<file path="config.mk">
export PLATFORM = sky130hd
export DESIGN_NAME = sec_timer_sched
export DESIGN_NICKNAME = d
export VERILOG_FILES = /design/src/rtl/sec_timer_sched.sv
export SDC_FILE = /design/constraint.sdc
export NUM_CORES = 1
export LEC_CHECK = 0
export ABC_AREA = 0
export CORE_AREA = 2 2 82 84
export CTS_CLUSTER_DIAMETER = 100
export DETAILED_ROUTE_END_ITERATION = 7
export DIE_AREA = 0 0 84 86
export GPL_TIMING_DRIVEN = 0
export PLACE_DENSITY_LB_ADDON = 0.15
export SYNTH_ARGS = -nofsm -noshare
export SYNTH_HDL_FRONTEND = slang
export SYNTH_SLANG_ARGS = --single-unit
</file>
<file path="constraint.sdc">
create_clock -name clk -period 2.3 [get_ports clk]
set_input_delay 0.46 -clock clk [delete_from_list [all_inputs] [get_ports clk]]
set_output_delay 0.46 -clock clk [all_outputs]
set_load 0.02 [all_outputs]
</file>
<file path="src/rtl/sec_timer_sched.sv">
// sec_timer_sched: multi-channel seconds-timeout scheduler sharing one tick chain.
//
// Each of NCH requesters loads a timeout in whole seconds via a req/ack
// handshake. Loads are granted round-robin, one per cycle. Running channels
// count down on one_sec pulses and emit a one-cycle done pulse on expiry.
// tick_en is high (from a register) whenever any channel is running.
//
// Parameters:
//   NCH - number of requester channels (2..8)
//   CW  - seconds-count width per channel
//
// Ports:
//   clk      - clock
//   rst      - synchronous, active-low reset
//   one_sec  - one-cycle one-second pulse from the tick chain
//   tick_en  - enable to the tick chain (OR of busy, registered)
//   req      - per-channel load request (level)
//   req_secs - per-channel timeout; channel i at [i*CW +: CW]
//   cancel   - per-channel abort, sampled each cycle
//   ack      - one-cycle load-accepted pulse
//   busy     - channel running
//   done     - one-cycle expiry pulse
//
// Build option:
//   SEC_SCHED_AUTORELOAD_EN - when defined, each channel captures its timeout
//   at grant and reloads it on expiry, staying busy until cancel or reset.

module sec_timer_sched #(
    parameter int unsigned NCH = 4,
    parameter int unsigned CW  = 8
) (
    input  logic              clk,
    input  logic              rst,
    input  logic              one_sec,
    output logic              tick_en,
    input  logic [NCH-1:0]    req,
    input  logic [NCH*CW-1:0] req_secs,
    input  logic [NCH-1:0]    cancel,
    output logic [NCH-1:0]    ack,
    output logic [NCH-1:0]    busy,
    output logic [NCH-1:0]    done
);

    localparam int unsigned PW = (NCH > 1) ? $clog2(NCH) : 1;

    typedef enum logic {StIdle, StRun} ch_state_e;

    ch_state_e      st_q  [NCH];
    ch_state_e      st_d  [NCH];
    logic [CW-1:0]  rem_q [NCH];
    logic [CW-1:0]  rem_d [NCH];
`ifdef SEC_SCHED_AUTORELOAD_EN
    logic [CW-1:0]  rld_q [NCH];
    logic [CW-1:0]  rld_d [NCH];
`endif
    logic [PW-1:0]  ptr_q, ptr_d;
    logic [NCH-1:0] ack_q, ack_d;
    logic [NCH-1:0] done_q, done_d;
    logic [NCH-1:0] run_d;
    logic           tick_en_q, tick_en_d;

    logic [NCH-1:0] elig;
    logic           gnt_vld;
    logic [PW-1:0]  gnt_idx;

    // A channel may be granted only while idle; requests from running
    // channels are ignored until they return to idle.
    always_comb begin
        for (int i = 0; i < NCH; i++) begin
            elig[i] = req[i] && (st_q[i] == StIdle);
        end
    end

    // Round-robin search starting one past the last granted channel.
    always_comb begin
        int unsigned   idx;
        logic [PW-1:0] cand;
        gnt_vld = 1'b0;
        gnt_idx = '0;
        idx     = 0;
        cand    = '0;
        for (int unsigned k = 1; k <= NCH; k++) begin
            idx  = (32'(ptr_q) + k) % NCH;
            cand = PW'(idx);
            if (!gnt_vld && elig[cand]) begin
                gnt_vld = 1'b1;
                gnt_idx = cand;
            end
        end
    end

    always_comb begin
        ptr_d = gnt_vld ? gnt_idx : ptr_q;
    end

    // Per-channel next state.
    always_comb begin
        logic [CW-1:0] secs;
        secs = '0;
        for (int i = 0; i < NCH; i++) begin
            st_d[i]   = st_q[i];
            rem_d[i]  = rem_q[i];
`ifdef SEC_SCHED_AUTORELOAD_EN
            rld_d[i]  = rld_q[i];
`endif
            ack_d[i]  = 1'b0;
            done_d[i] = 1'b0;
            secs      = req_secs[i*CW +: CW];

            if (st_q[i] == StIdle) begin
                // cancel on an idle channel is ignored and never blocks a grant
                if (gnt_vld && (gnt_idx == PW'(i))) begin
                    ack_d[i] = 1'b1;
                    rem_d[i] = secs;
`ifdef SEC_SCHED_AUTORELOAD_EN
                    rld_d[i] = secs;
`endif
                    if (secs != '0) begin
                        st_d[i] = StRun;
                    end else begin
                        // zero-length: acked and expired at once, never runs
                        done_d[i] = 1'b1;
                    end
                end
            end else begin
                if (cancel[i]) begin
                    // cancel beats a coincident expiry
                    st_d[i] = StIdle;
                end else if (one_sec) begin
                    rem_d[i] = rem_q[i] - CW'(1);
                    if (rem_q[i] == CW'(1)) begin
                        done_d[i] = 1'b1;
`ifdef SEC_SCHED_AUTORELOAD_EN
                        rem_d[i]  = rld_q[i];
`else
                        st_d[i]   = StIdle;
`endif
                    end
                end
            end
            run_d[i] = (st_d[i] == StRun);
        end
    end

    // Registered so tick_en tracks busy with no combinational path from inputs.
    always_comb begin
        tick_en_d = |run_d;
    end

    always_ff @(posedge clk) begin
        if (!rst) begin
            for (int i = 0; i < NCH; i++) begin
                st_q[i]  <= StIdle;
                rem_q[i] <= '0;
`ifdef SEC_SCHED_AUTORELOAD_EN
                rld_q[i] <= '0;
`endif
            end
            ptr_q     <= PW'(NCH - 1);
            ack_q     <= '0;
            done_q    <= '0;
            tick_en_q <= 1'b0;
        end else begin
            for (int i = 0; i < NCH; i++) begin
                st_q[i]  <= st_d[i];
                rem_q[i] <= rem_d[i];
`ifdef SEC_SCHED_AUTORELOAD_EN
                rld_q[i] <= rld_d[i];
`endif
            end
            ptr_q     <= ptr_d;
            ack_q     <= ack_d;
            done_q    <= done_d;
            tick_en_q <= tick_en_d;
        end
    end

    always_comb begin
        for (int i = 0; i < NCH; i++) begin
            busy[i] = (st_q[i] == StRun);
        end
    end

    assign ack     = ack_q;
    assign done    = done_q;
    assign tick_en = tick_en_q;

endmodule

</file>
==> results_dict.tcl <==
set metrics [dict create \
    status "finished clean" \
    power.switching_mw 1.10 \
    fmax_mhz 450 \
    synth_area_per_cell_um2 7.75 \
    power.internal_mw 1.70 \
    diodes 0 \
    fin_skew_ns 0.00718 \
    seqPwrFrac_pct 38.8 \
    multi_input_area_um2 1680 \
    synthTopCellsByArea "dfxtp_1 34%, nand2_1 6.0%, a21oi_1 5.4%" \
    initial_core_util_pct 44.2 \
    synth-seq-area-share_pct 33.9 \
    worst_pin_slew_ns 0.626 \
    crit_required_ns 2.49 \
    clkSinkCount 47 \
    finalInstanceArea_um2 3550 \
    fin_crit_ns 2.22 \
    powerDensity_nw_per_um2 787 \
    worstPathArrival_ns 2.41 \
    first_pass_iters 5 \
    ys_types 57 \
    n_fill_cell 630 \
    grt.overflow.total 0 \
    vias_per_cell 5.88 \
    io_buffers 54 \
    clk_pin_slew_ns 0.09 \
    rows 29 \
    drt-total-wl_um 7570 \
    grt_max_degree 14 \
    utilization_pct 56.5 \
    power_frac_comb_pct 43.2 \
    fp.coreArea_um2 6280 \
    pre_cts_ws_ns -0.372 \
    first_global_vias 2694 \
    synth_ff_type "dfxtp_1" \
    grt.total_usage_pct 21.6 \
    clk_path_buf_depth 2 \
    antenna_found_initial 0 \
    syn_nets 409 \
    seq_area_um2 942 \
    maxCapViolCount 0 \
    die_h_um 86 \
    area_growth_pct 27.9 \
    syn-instance-count 358 \
    synth_top_area_share_pct 33.9 \
    cp_slowest_cell "clkdlybuf4s50_1" \
    fin_nets 469 \
    fp.dieW_um 84 \
    dp_hpwl_um 5620 \
    vdd_drop_max_uv 586 \
    root_buffer "clkbuf_8" \
    worst_slack_ns 0.0754 \
    min_period_over_period_pct 96.7 \
    setup-tns-final_ns 0 \
    drive_above_1_share_pct 8.35 \
    gp_congestion 0.933 \
    cts_setup_buffers 0 \
    cts-buffers-inserted 5 \
    min_path_type "register to register" \
    setup_viol 0 \
    critPathTopFamily "compound AO/OA/AOI/OAI gates" \
    async_flop_share_pct 0 \
    drt_iter0_drc 101 \
    ys_ff_latch 47 \
    fin_cells 496 \
    critPathMaxStageDelay_ns 0.50 \
    vias 2914 \
    post_dp_cell_area_um2 3410 \
    crit_chain "clkdlybuf4s50_1 > nor2b_2 > o221ai_2 > a22o_1 > and3_4 > a32o_1 > a2111o_1" \
    p_leak_nw 1.35 \
    critPathBufInv 1 \
    swShare_pct 39.2 \
    hold_viol_final 0 \
    ys_warn_count 0 \
    remaining_drc_errors 0 \
    drt.antenna.violating_nets 0 \
    htreeDepth 2 \
    relSlewSlack_pct 57.9 \
    syn_area_um2 2770 \
    dp_cells 489 \
    fin_total_pwr_mw 2.79 \
    slew_viol_final 0 \
    cp-end-kind "register" \
    critPathLaunchType "input pin" \
    grt_pass1_wl_um 12900 \
    clkLatencyLatePin_ns 0.30 \
    yosys.area.top_type "dfxtp_1" \
    die-area_um2 7220 \
    crit_fanout 3 \
    whs_ns 0.474 \
    clock_power_share_pct 18.0 \
    ioPinCount 56 \
    cts_tree "yes" \
    crit_type "input pin to register" \
    synth_edf_count 0 \
    wl_per_cell_um 15.3 \
]
-- final timing paths --
path | from | to | slack (ns) | depth (start not counted)
hold reg to reg | rem_q[1][7]$_SDFFE_PN0P_ | rem_q[1][7]$_SDFFE_PN0P_ | 0.47 | 2
setup / recovery | req[2] | tick_en$_SDFF_PN0_ | 0.08 | 7
setup reg to reg | st_q[1]$_DFF_P_ | tick_en$_SDFF_PN0_ | 0.21 | 7
hold / removal | rem_q[1][7]$_SDFFE_PN0P_ | rem_q[1][7]$_SDFFE_PN0P_ | 0.47 | 2
-- timing repair --
item / in CTS / in global routing
pin swaps: 0 / 1
gates resized for setup: 1 / 13
setup endpoints to repair: 1 / 11
hold buffers: 0 / 0
-- sequential cells by signal (all words and copies together), names as in the netlist --
| signal | flops |
|---|---|
| rem_q | 32 |
| ack | 4 |
| done | 4 |
| st_q | 4 |
| ptr_q | 2 |
| tick_en | 1 |
-- Yosys cell counts, types with 3 or more instances --
library cell and count:
o32ai_1 10, o22ai_1 14, o31ai_1 3, clkbuf_1 14
a21oi_1 30, nor2_1 27, nor4_1 10, and3_1 8
or3_1 5, buf_2 3, a31oi_1 6, nor2b_1 9
nand2b_1 8, buf_4 5, inv_1 22, nor3_1 6
and2_1 4, nand3_1 11, a211oi_1 4, nand2_1 44
a32o_1 3, dfxtp_1 47, o21ai_0 8, ha_1 8
nand4_1 5
-- cell usage in the layout (no fill, tap or decap), types with 3 or more instances in the layout --
cell             Yosys  layout
nand3_1             11      11
o21ai_0              8       8
nand4_1              5       5
ha_1                 8       8
o31ai_1              3       3
nor4_1              10       8
o22ai_1             14      14
a31oi_1              6       6
nor2b_1              9       7
clkbuf_8             0       5
inv_1               22      22
clkdlybuf4s50_1      0      54
nor2_1              27      27
a32o_1               3       3
nand2_1             44      44
or3_1                5       5
o32ai_1             10      10
buf_4                5       4
and3_1               8       8
clkbuf_1            14      14
a21oi_1             30      30
nor3_1               6       6
a211oi_1             4       4
nand2b_1             8       7
dfxtp_1             47      46
nor4_2               1       3
and2_1               4       4
-- kinds of logic after synthesis --
| logic type | count (synthesis) | share of synthesized area, % |
|---|---|---|
| AND/OR/NAND/NOR | 147 | 26.8 |
| AO/OA/AOI/OAI | 107 | 27.6 |
| flip-flops | 47 | 33.9 |
| buffers and inverters | 46 | 7.04 |
| adder cells (fa/ha/maj) | 8 | 3.61 |
| multiplexers | 2 | 0.722 |
| XOR/XNOR | 1 | 0.316 |
-- power groups by stage --
stage / registers [mW] / logic (mW) / clock network [mW]
after floorplan: 1.08 / 0.827 / 0
after global placement: 1.08 / 1.16 / 0
after detailed placement: 1.09 / 1.17 / 0
after CTS: 1.07 / 1.18 / 0.515
after global routing: 1.11 / 1.35 / 0.550
final: 1.08 / 1.21 / 0.503
-- area by class of cell --
type / count / area share (%)
buffer: 22 / 3.17
clock buffer: 7 / 2.15
clock inverter: 1 / 0.141
inverter: 23 / 2.54
multi-input combinational: 265 / 47.5
sequential: 47 / 26.6
tap: 77 / 2.72
timing repair buffer: 54 / 15.2
-- worst min-delay path: stages, from the launching register on --
cell and delay [ns]:
dfxtp_1 0.32, nand2_1 0.05, o22ai_1 0.06
-- routing by layer --
layer	wire [um]	vias up	global-route usage, %
met3	451	10	4.23
li1	-	1434	-
met1	3470	1363	27.9
met4	116	0	6.01
met2	3540	107	37.0
met5	0	-	0
Note: power is estimated with default switching activity, not from simulation.
